`src/rtl/rgs_bus_arb.sv`:
```
// rgs_bus_arb: round-robin arbiter and sequencer sharing the single rgs host
// register port between two masters (M0 = host CPU, M1 = PTP servo engine).
// One transaction at a time. Each transaction issues a single-cycle rgs strobe,
// waits RD_LAT cycles for reads, and returns a one-cycle ack to the owning
// master, with read data for reads.
//
// Ports:
//   clk, rst                     clock, synchronous active-high reset
//   mX_req/wr/addr/wdata         master X command (held stable while req=1)
//   mX_ack                       one-cycle completion pulse
//   mX_rdata                     read data, valid with mX_ack; held until the
//                                next read ack to the same master
//   wr_out/rd_out/addr_out/data_out  rgs strobes and command (all registered)
//   data_in                      rgs read data
//   busy                         transaction in progress (state != IDLE)
module rgs_bus_arb #(
  parameter int AW     = 6,
  parameter int DW     = 32,
  parameter int RD_LAT = 1
) (
  input  logic          clk,
  input  logic          rst,
  input  logic          m0_req,
  input  logic          m0_wr,
  input  logic [AW-1:0] m0_addr,
  input  logic [DW-1:0] m0_wdata,
  output logic          m0_ack,
  output logic [DW-1:0] m0_rdata,
  input  logic          m1_req,
  input  logic          m1_wr,
  input  logic [AW-1:0] m1_addr,
  input  logic [DW-1:0] m1_wdata,
  output logic          m1_ack,
  output logic [DW-1:0] m1_rdata,
  output logic          wr_out,
  output logic          rd_out,
  output logic [AW-1:0] addr_out,
  output logic [DW-1:0] data_out,
  input  logic [DW-1:0] data_in,
  output logic          busy
);

  typedef enum logic [1:0] {IDLE, ISSUE, RWAIT, ACK} state_t;

  // Counter is loaded with RD_LAT-1 so the last RWAIT cycle is the one
  // in which rgs data_out is valid.
  localparam logic [2:0] CNT_INIT = 3'(RD_LAT - 1);

  state_t        state, state_nxt;
  logic          owner, owner_nxt;        // 0 = M0, 1 = M1
  logic          cmd_wr, cmd_wr_nxt;
  logic          last_gnt, last_gnt_nxt;
  logic [2:0]    cnt, cnt_nxt;
  logic          gnt;

  logic          wr_nxt, rd_nxt, busy_nxt;
  logic          m0_ack_nxt, m1_ack_nxt;
  logic [AW-1:0] addr_nxt;
  logic [DW-1:0] data_nxt, m0_rdata_nxt, m1_rdata_nxt;

  // Lone requester wins; on a tie, the master not granted last time wins.
  assign gnt = (m0_req && m1_req) ? ~last_gnt : m1_req;

  // Outputs are registered, so this block computes the values they take in
  // the cycle of state_nxt (e.g. the ISSUE strobe is set on the IDLE edge).
  always_comb begin
    state_nxt    = state;
    owner_nxt    = owner;
    cmd_wr_nxt   = cmd_wr;
    last_gnt_nxt = last_gnt;
    cnt_nxt      = cnt;
    wr_nxt       = 1'b0;
    rd_nxt       = 1'b0;
    m0_ack_nxt   = 1'b0;
    m1_ack_nxt   = 1'b0;
    addr_nxt     = addr_out;
    data_nxt     = data_out;
    m0_rdata_nxt = m0_rdata;
    m1_rdata_nxt = m1_rdata;
    case (state)
      IDLE: begin
        if (m0_req || m1_req) begin
          owner_nxt    = gnt;
          last_gnt_nxt = gnt;
          cmd_wr_nxt   = gnt ? m1_wr    : m0_wr;
          addr_nxt     = gnt ? m1_addr  : m0_addr;
          data_nxt     = gnt ? m1_wdata : m0_wdata;
          wr_nxt       = cmd_wr_nxt;
          rd_nxt       = ~cmd_wr_nxt;
          // Writes complete in the strobe cycle itself.
          m0_ack_nxt   = cmd_wr_nxt & ~gnt;
          m1_ack_nxt   = cmd_wr_nxt & gnt;
          state_nxt    = ISSUE;
        end
      end
      ISSUE: begin
        if (cmd_wr) begin
          state_nxt = IDLE;
        end else begin
          state_nxt = RWAIT;
          cnt_nxt   = CNT_INIT;
        end
      end
      RWAIT: begin
        if (cnt == 3'd0) begin
          state_nxt = ACK;
          if (owner) begin
            m1_rdata_nxt = data_in;
            m1_ack_nxt   = 1'b1;
          end else begin
            m0_rdata_nxt = data_in;
            m0_ack_nxt   = 1'b1;
          end
        end else begin
          cnt_nxt = cnt - 3'd1;
        end
      end
      ACK:     state_nxt = IDLE;
      default: state_nxt = IDLE;
    endcase
    busy_nxt = (state_nxt != IDLE);
  end

  always_ff @(posedge clk) begin
    if (rst) begin
      state    <= IDLE;
      owner    <= 1'b0;
      cmd_wr   <= 1'b0;
      last_gnt <= 1'b1;
      cnt      <= 3'd0;
      wr_out   <= 1'b0;
      rd_out   <= 1'b0;
      addr_out <= '0;
      data_out <= '0;
      m0_ack   <= 1'b0;
      m1_ack   <= 1'b0;
      m0_rdata <= '0;
      m1_rdata <= '0;
      busy     <= 1'b0;
    end else begin
      state    <= state_nxt;
      owner    <= owner_nxt;
      cmd_wr   <= cmd_wr_nxt;
      last_gnt <= last_gnt_nxt;
      cnt      <= cnt_nxt;
      wr_out   <= wr_nxt;
      rd_out   <= rd_nxt;
      addr_out <= addr_nxt;
      data_out <= data_nxt;
      m0_ack   <= m0_ack_nxt;
      m1_ack   <= m1_ack_nxt;
      m0_rdata <= m0_rdata_nxt;
      m1_rdata <= m1_rdata_nxt;
      busy     <= busy_nxt;
    end
  end

endmodule

```
`config.mk`:
```
export PLATFORM = sky130hd
export DESIGN_NAME = rgs_bus_arb
export DESIGN_NICKNAME = d
export VERILOG_FILES = /design/src/rtl/rgs_bus_arb.sv
export SDC_FILE = /design/constraint.sdc
export NUM_CORES = 1
export LEC_CHECK = 0
export ABC_CLOCK_PERIOD_IN_PS = 2200
export CORE_MARGIN = 2
export CORE_UTILIZATION = 45
export DETAILED_ROUTE_END_ITERATION = 10
export GPL_TIMING_DRIVEN = 0
export MAX_ROUTING_LAYER = met4
export PLACE_DENSITY_LB_ADDON = 0.12
export SYNTH_ARGS = -nofsm -noshare
export SYNTH_HDL_FRONTEND = slang
export SYNTH_SLANG_ARGS = --single-unit
```
`constraint.sdc`:
```
create_clock -name clk -period 2.2 [get_ports clk]
set_input_delay 0.44 -clock clk [delete_from_list [all_inputs] [get_ports clk]]
set_output_delay 0.44 -clock clk [all_outputs]
set_load 0.1 [all_outputs]
```
==> impl_metrics.py, run 1 <==
metrics = {
    "global_route": {
        "gr-total-overflow": 0,
        "grt_pass1_wl_um": 23320,
        "grt_usage_pct": 26.39,
        "antenna_found_initial": 0,
        "grt_pass1_vias": 4850,
        "grt_max_degree": 17,
    },
    "worst_setup_path": {
        "crit_buf_inv": 1,
        "cp_top_family": "buffers and inverters",
        "cpPeakStageDelay_ns": 0.88,
        "path_cells": "dlygate4sd2_1",
        "critical_path_required_ns": 1.76,
        "critPathMaxFanout": 2,
        "worstSetupEndpointType": "output port",
        "crit_type": "reg2out",
        "worstPathArrival_ns": 1.73,
        "cp-start-kind": "register",
        "crit_slowest_cell": "dlygate4sd2_1",
    },
    "layout": {
        "antenna-diode-count": 0,
        "drive_gt1_share_pct": 12.56,
        "syn_to_final_growth_pct": 60.06,
        "stdcell_area_mm2": 0.007776,
        "fin_nets": 883,
    },
    "synth": {
        "yosys.area_share.simple_pct": 19.03,
        "yosys.area.top_type": "dfxtp_1",
        "synthAdderAreaFrac_pct": 0.5151,
        "synth_area_leaders": "dfxtp_1, nand2_1, mux2i_1",
        "synthesis.nets": 645,
        "netlist_instances": 529,
        "synthXorXnorAreaFrac_pct": 0,
        "avgSynthCellArea_um2": 9.184,
        "synth-seq-cells": 115,
        "ys_warn_count": 0,
        "synth_edf_count": 0,
        "seq_area_frac_synth_pct": 47.39,
        "ys_async_sr_fraction_pct": 0,
        "synth.distinct_cells": 40,
        "synthMuxAreaShare_pct": 6.799,
        "syn_area_mm2": 0.004858,
        "synth_compound_area_share_pct": 20.37,
        "synth_top_family_by_area": "compound AO/OA/AOI/OAI gates",
        "synth_top_flop_cell": "dfxtp_1",
        "netlist.area_leader.share_pct": 47.39,
    },
    "pwr": {
        "powerDensity_mw_per_mm2": 1016,
        "vdd_drop_max_v": 0.0006666,
        "p_leak_nw": 3.432,
    },
    "routing": {
        "drc": 0,
        "vias": 4860,
        "drt-total-wl_um": 15050,
        "drt_iter0_drc": 166,
        "drt-pass1-iter-count": 4,
        "routedWlPerCell_um": 16.43,
        "route.antenna.remaining_nets": 0,
        "via_per_inst": 5.306,
    },
    "sta": {
        "setup_violations": 0,
        "slew_viol_final": 0,
        "fin_crit_sh_pct": 98.61,
        "finalClockSkew_ns": 0.008237,
        "tightest_slew_ns": 1.024,
        "fmax_mhz": 460.9,
        "rsz0062_at_grt": "false",
        "timing.slew.headroom_pct": 32.02,
        "hold_ws_ns": 0.3871,
        "min_period_ns": 2.170,
        "hold_violations": 0,
    },
    "clocking": {
        "cts_tree": "built",
        "clkTransAtPathRegs_ns": 0.05,
        "root_buffer": "clkbuf_8",
        "clock_sink_count": 115,
        "postCtsHoldBufs": 0,
        "htree_levels": 4,
        "clockBufferDepth": 2,
        "cts_made_buffers": 17,
        "clock_latency_ns": 0.51,
    },
    "hold_path": {
        "worstHoldPathType": "in2reg",
    },
    "placement": {
        "placed_area_mm2": 0.007221,
        "hpwl_um": 11180,
        "routabilityCongestion": 0.8355,
        "port_buffers": 219,
    },
    "outcome": {
        "status": "finished clean",
    },
    "floorplanning": {
        "core-area_mm2": 0.01042,
        "pin_count": 221,
        "initial_core_util_pct": 46.64,
        "die_width_um": 107.9,
        "core.rowCount": 37,
        "die_h_um": 107.9,
        "die_area_mm2": 0.01164,
    },
    "flow_run": {
        "drv_cap": 0,
    },
}
## path summary, 6_finish.rpt
check             cells after the start          from  slack, ns            to
setup / recovery                      1  m0_rdata[25]       0.03  m0_rdata[25]
hold / removal                        3           rst       0.39   m1_rdata[2]
setup reg to reg                      7        cnt[0]       0.44  m0_rdata[25]
hold reg to reg                       2   m1_rdata[7]       0.45   m1_rdata[7]
## logic make-up after synthesis
logic type | count (synthesis)
compound gates | 126
fa+ha+maj | 2
buf+inv | 57
flops | 115
mux | 33
simple gates | 196
## synth_stat cells (2+ instances only)
cell,count
o21ai_0,3
dfxtp_1,115
a211oi_1,3
a311oi_2,10
and2_1,2
mux2i_1,33
nand2b_1,34
ha_1,2
buf_2,13
a21bo_2,2
buf_6,6
nand2_1,112
a31o_2,30
a31o_1,2
a311oi_1,28
inv_1,4
nor3_1,32
clkbuf_1,28
a21oi_1,45
buf_4,3
buf_1,3
## where the power goes
part / leakage [nW] / switching (mW) / total [mW] / internal, mW
Sequential: 0.939 / 0.102 / 2.38 / 2.27
Clock: 0.319 / 0.928 / 3.05 / 2.12
Combinational: 2.17 / 1.84 / 2.47 / 0.639
Total: 3.43 / 2.87 / 7.90 / 5.03
## placed cells by master (no fill, tap or decap), types with 6 or more instances in the layout
master           synthesis  final
dfxtp_1                115    115
nand2_1                112    112
clkdlybuf4s50_1          0    112
dlygate4sd2_1            0     80
a21oi_1                 45     45
nand2b_1                34     34
mux2i_1                 33     33
nor3_1                  32     32
clkbuf_1                28     31
a31o_2                  30     30
a311oi_1                28     28
clkdlybuf4s15_1          0     27
clkbuf_16                0     16
buf_2                   13     13
a311oi_2                10     10
buf_6                    6      6
bufinv_16                0      6
## per-layer routing
layer,part of all wire [%],wire length (µm),up-vias,track usage (%)
met4,1.7,250,0,8.333
met5,0,0,-,-
met1,40,6019,2268,28.77
met2,51,7647,199,46.50
met3,7.5,1135,23,7.446
li1,-,-,2370,-
## registers in the layout, summed over array words and instances (netlist names), 2 cells and up
name,flops
cnt,3
addr_out,6
m0_rdata,32
m1_rdata,32
data_out,32
state,2
## area by class of cell
class	count	area [µm²]
Fill cell	830	2640
Sequential cell	115	2302
Multi-Input combinational cell	357	2270
Timing Repair Buffer	219	2092
Clock buffer	22	452.9
Buffer	53	271.5
Clock inverter	10	202.7
Tap cell	136	170.2
Inverter	4	15.01
## worst min-delay path, stage by stage
cell and delay, ns:
buf_2 0.18, nand2b_1 0.15, mux2i_1 0.07
## timing repair
action / CTS / global route
setup buffers: 0 / 0
resized for setup: 109 / 25
hold endpoints to repair: 0 / 0
setup endpoints to repair: 107 / 25
gates cloned: 0 / 0
## stage by stage
stage | total power [mW] | cells | setup slack (ns) | util [%] | setup TNS, ns
floorplan | 4.263 | 529 | 0.7282 | - | 0
global placement | 4.958 | 884 | 0.06405 | 69.32 | 0
detailed placement | 4.995 | 884 | -0.04548 | 69.32 | -0.08561
CTS | 7.917 | 916 | 0.0008020 | 74.35 | 0
global route | 8.140 | 916 | 0.0002732 | 74.65 | 0
finish | 7.899 | 916 | 0.03047 | 74.65 | 0
Power figures use the tool's default switching activity.
==> inputs of run 2 (changes only) <==
CTS_CLUSTER_DIAMETER = 30   (was not set)
==> results of run 2 <==
No change in the layout: final DEF, timing and power equal those of run 1.
==> inputs of run 3 (changes only) <==
--- a/config.mk
+++ b/config.mk
@@ -8,3 +8,3 @@
 export ABC_CLOCK_PERIOD_IN_PS = 2200
-export CORE_MARGIN = 2
+export CORE_MARGIN = 3
 export CORE_UTILIZATION = 45
@@ -14,3 +14,3 @@
 export MAX_ROUTING_LAYER = met4
-export PLACE_DENSITY_LB_ADDON = 0.12
+export PLACE_DENSITY = 0.93
 export SYNTH_ARGS = -nofsm -noshare
==> constraint.sdc (replaced) <==
create_clock -name clk -period 2.2 [get_ports clk]
set_input_delay 0.33 -clock clk [delete_from_list [all_inputs] [get_ports clk]]
set_output_delay 0.33 -clock clk [all_outputs]
set_load 0.1 [all_outputs]
==> run 3 against run 2 <==
  * Clock power is 11% lower
  * Core utilization is 0.89 points lower
  * Sequential share of layout area increased by 0.36 points
  * Wire length rose by 8.6%
  * First-iteration DRC count rose by 58%
  * Worst setup slack better by 0.087 ns
  * Clock skew grew 0.00095 ns
  * Maximum frequency up 4.2%
  * Global-route usage up 0.49 points
  * Clock-buffer cell count fell by 1
  * Critical endpoint is now m1_rdata[19]
==> impl_metrics.py, run 3 (synthesis results as in run 1) <==
metrics = {
    "outcome": {
        "status": "finished clean",
    },
    "clocking": {
        "cts_made_buffers": 17,
        "postCtsHoldBufs": 0,
        "root_buffer": "clkbuf_8",
        "cts_tree": "built",
        "clock_sink_count": 115,
        "clock_latency_ns": 0.50,
        "clkTransAtPathRegs_ns": 0.06,
        "post-cts-setup-buffers": 0,
        "clockBufferDepth": 2,
        "post_cts_resized": 107,
        "htree_levels": 4,
    },
    "worst_setup_path": {
        "critPathLaunch": "m1_rdata[19]",
        "reg2reg_to": "m0_rdata[22]",
        "r2r_slack_ns": 0.37,
        "endpoint": "m1_rdata[19]",
        "critical_path_required_ns": 1.87,
        "worstPathArrival_ns": 1.75,
        "crit_buf_inv": 1,
        "cp-start-kind": "register",
        "r2r-start": "cnt[0]",
        "crit_type": "reg2out",
        "path_cells": "dlygate4sd2_1",
        "cp.depth": 1,
        "crit_slowest_cell": "dlygate4sd2_1",
        "cpPeakStageDelay_ns": 0.87,
        "critPathMaxFanout": 2,
        "cp_top_family": "buffers and inverters",
        "worstSetupEndpointType": "output port",
        "worst-r2r-cell-count": 7,
    },
    "routing": {
        "routedWlPerCell_um": 17.84,
        "drt-total-wl_um": 16340,
        "vias": 5049,
        "via_per_inst": 5.512,
        "drt_iter0_drc": 263,
        "drc": 0,
        "drt-pass1-iter-count": 5,
        "route.antenna.remaining_nets": 0,
    },
    "layout": {
        "nFillCells": 761,
        "mostFrequentLayoutCell": "dfxtp_1",
        "final_util_pct": 73.77,
        "antenna-diode-count": 0,
        "fin_nets": 883,
        "final_cell_mix": "dfxtp_1, nand2_1, clkdlybuf4s50_1, dlygate4sd2_1, a21oi_1",
        "drive_gt1_share_pct": 12.95,
        "syn_to_final_growth_pct": 58.15,
        "reg_top3": "data_out (32), m0_rdata (32), m1_rdata (32)",
    },
    "pwr": {
        "vdd_drop_max_v": 0.0005759,
        "intPower_mw": 4.631,
        "powerDensity_mw_per_mm2": 984.0,
        "p_leak_nw": 3.466,
        "p_switching_mw": 2.930,
        "combinationalPowerShare_pct": 32.9,
        "power_frac_clock_pct": 35.7,
        "swShare_pct": 38.75,
        "power_frac_seq_pct": 31.4,
    },
    "flow_run": {
        "drv_cap": 0,
    },
    "placement": {
        "routabilityCongestion": 0.8433,
        "port_buffers": 219,
        "hpwl_um": 12140,
    },
    "sta": {
        "tightest_slew_ns": 1.041,
        "hold_violations": 0,
        "fin_crit_sh_pct": 94.68,
        "rsz0062_at_grt": "false",
        "setup_violations": 0,
        "min_period_ns": 2.083,
        "slew_viol_final": 0,
        "finalClockSkew_ns": 0.009189,
        "fmax_mhz": 480.1,
        "timing.slew.headroom_pct": 30.88,
        "final.setup.tns_ns": 0,
    },
    "global_route": {
        "grt_usage_pct": 26.88,
        "grt_max_degree": 17,
        "grt_pass1_wl_um": 24370,
        "antenna_found_initial": 0,
        "gr-total-overflow": 0,
        "grt_pass1_vias": 5082,
    },
    "floorplanning": {
        "core-area_mm2": 0.01042,
        "initial_core_util_pct": 46.64,
        "pin_count": 221,
        "die_area_mm2": 0.01208,
        "core.rowCount": 37,
        "die_width_um": 109.9,
        "die_h_um": 109.9,
    },
    "hold_path": {
        "worstHoldPathType": "in2reg",
    },
}
run 3: metal layers:
metal	vias to the layer above	wire length, µm	track usage, %
met5	-	0	-
met4	0	491	11.75
met3	42	1465	8.045
met2	251	8153	46.92
met1	2386	6229	27.90
li1	2370	-	-
run 3: through the flow:
stage / hold slack [ns] / power (mW) / std cells / setup slack [ns] / cell area [µm²]
6_report: 0.3144 / 7.561 / 916 / 0.1171 / 7684
5_1_grt: 0.3483 / 7.794 / 916 / 0.07419 / 7684
3_3_place_gp: 0.4436 / 4.961 / 884 / 0.1856 / 7221
4_1_cts: 0.2995 / 7.582 / 916 / 0.1059 / 7684
3_5_place_dp: 0.4501 / 5.008 / 884 / 0.1018 / 7221
2_1_floorplan: 0.4445 / 4.263 / 529 / 0.7282 / 4858
run 3: worst min-delay path by stage:
stage                      from          end  slack [ns]  depth (start not counted)
floorplan                cnt[1]       cnt[1]        0.44                          2
global placement    m1_rdata[7]  m1_rdata[7]        0.44                          2
detailed placement  m1_rdata[3]  m1_rdata[3]        0.45                          2
CTS                         rst  m1_rdata[3]        0.30                          3
global route                rst  m1_rdata[2]        0.35                          3
finish                      rst  m1_rdata[3]        0.31                          3
run 3: area by class of cell:
cell class                 count  area (µm²)  share of cell area, %
tap                          136       170.2                  2.215
multi-input combinational    357        2270                  29.54
sequential                   115        2302                  29.96
clock buffer                  21       469.2                  6.106
buffer                        53       271.5                  3.534
timing repair buffer         219        2058                  26.79
inverter                       4       15.01                 0.1954
clock inverter                11       127.6                  1.661
run 3: power by group through the flow:
stage | Sequential (mW) | Combinational, mW | Clock [mW]
2_1_floorplan | 3.64 | 0.623 | 0
3_3_place_gp | 2.41 | 2.55 | 0
3_5_place_dp | 2.42 | 2.59 | 0
4_1_cts | 2.37 | 2.48 | 2.73
5_1_grt | 2.39 | 2.59 | 2.81
6_report | 2.38 | 2.48 | 2.70
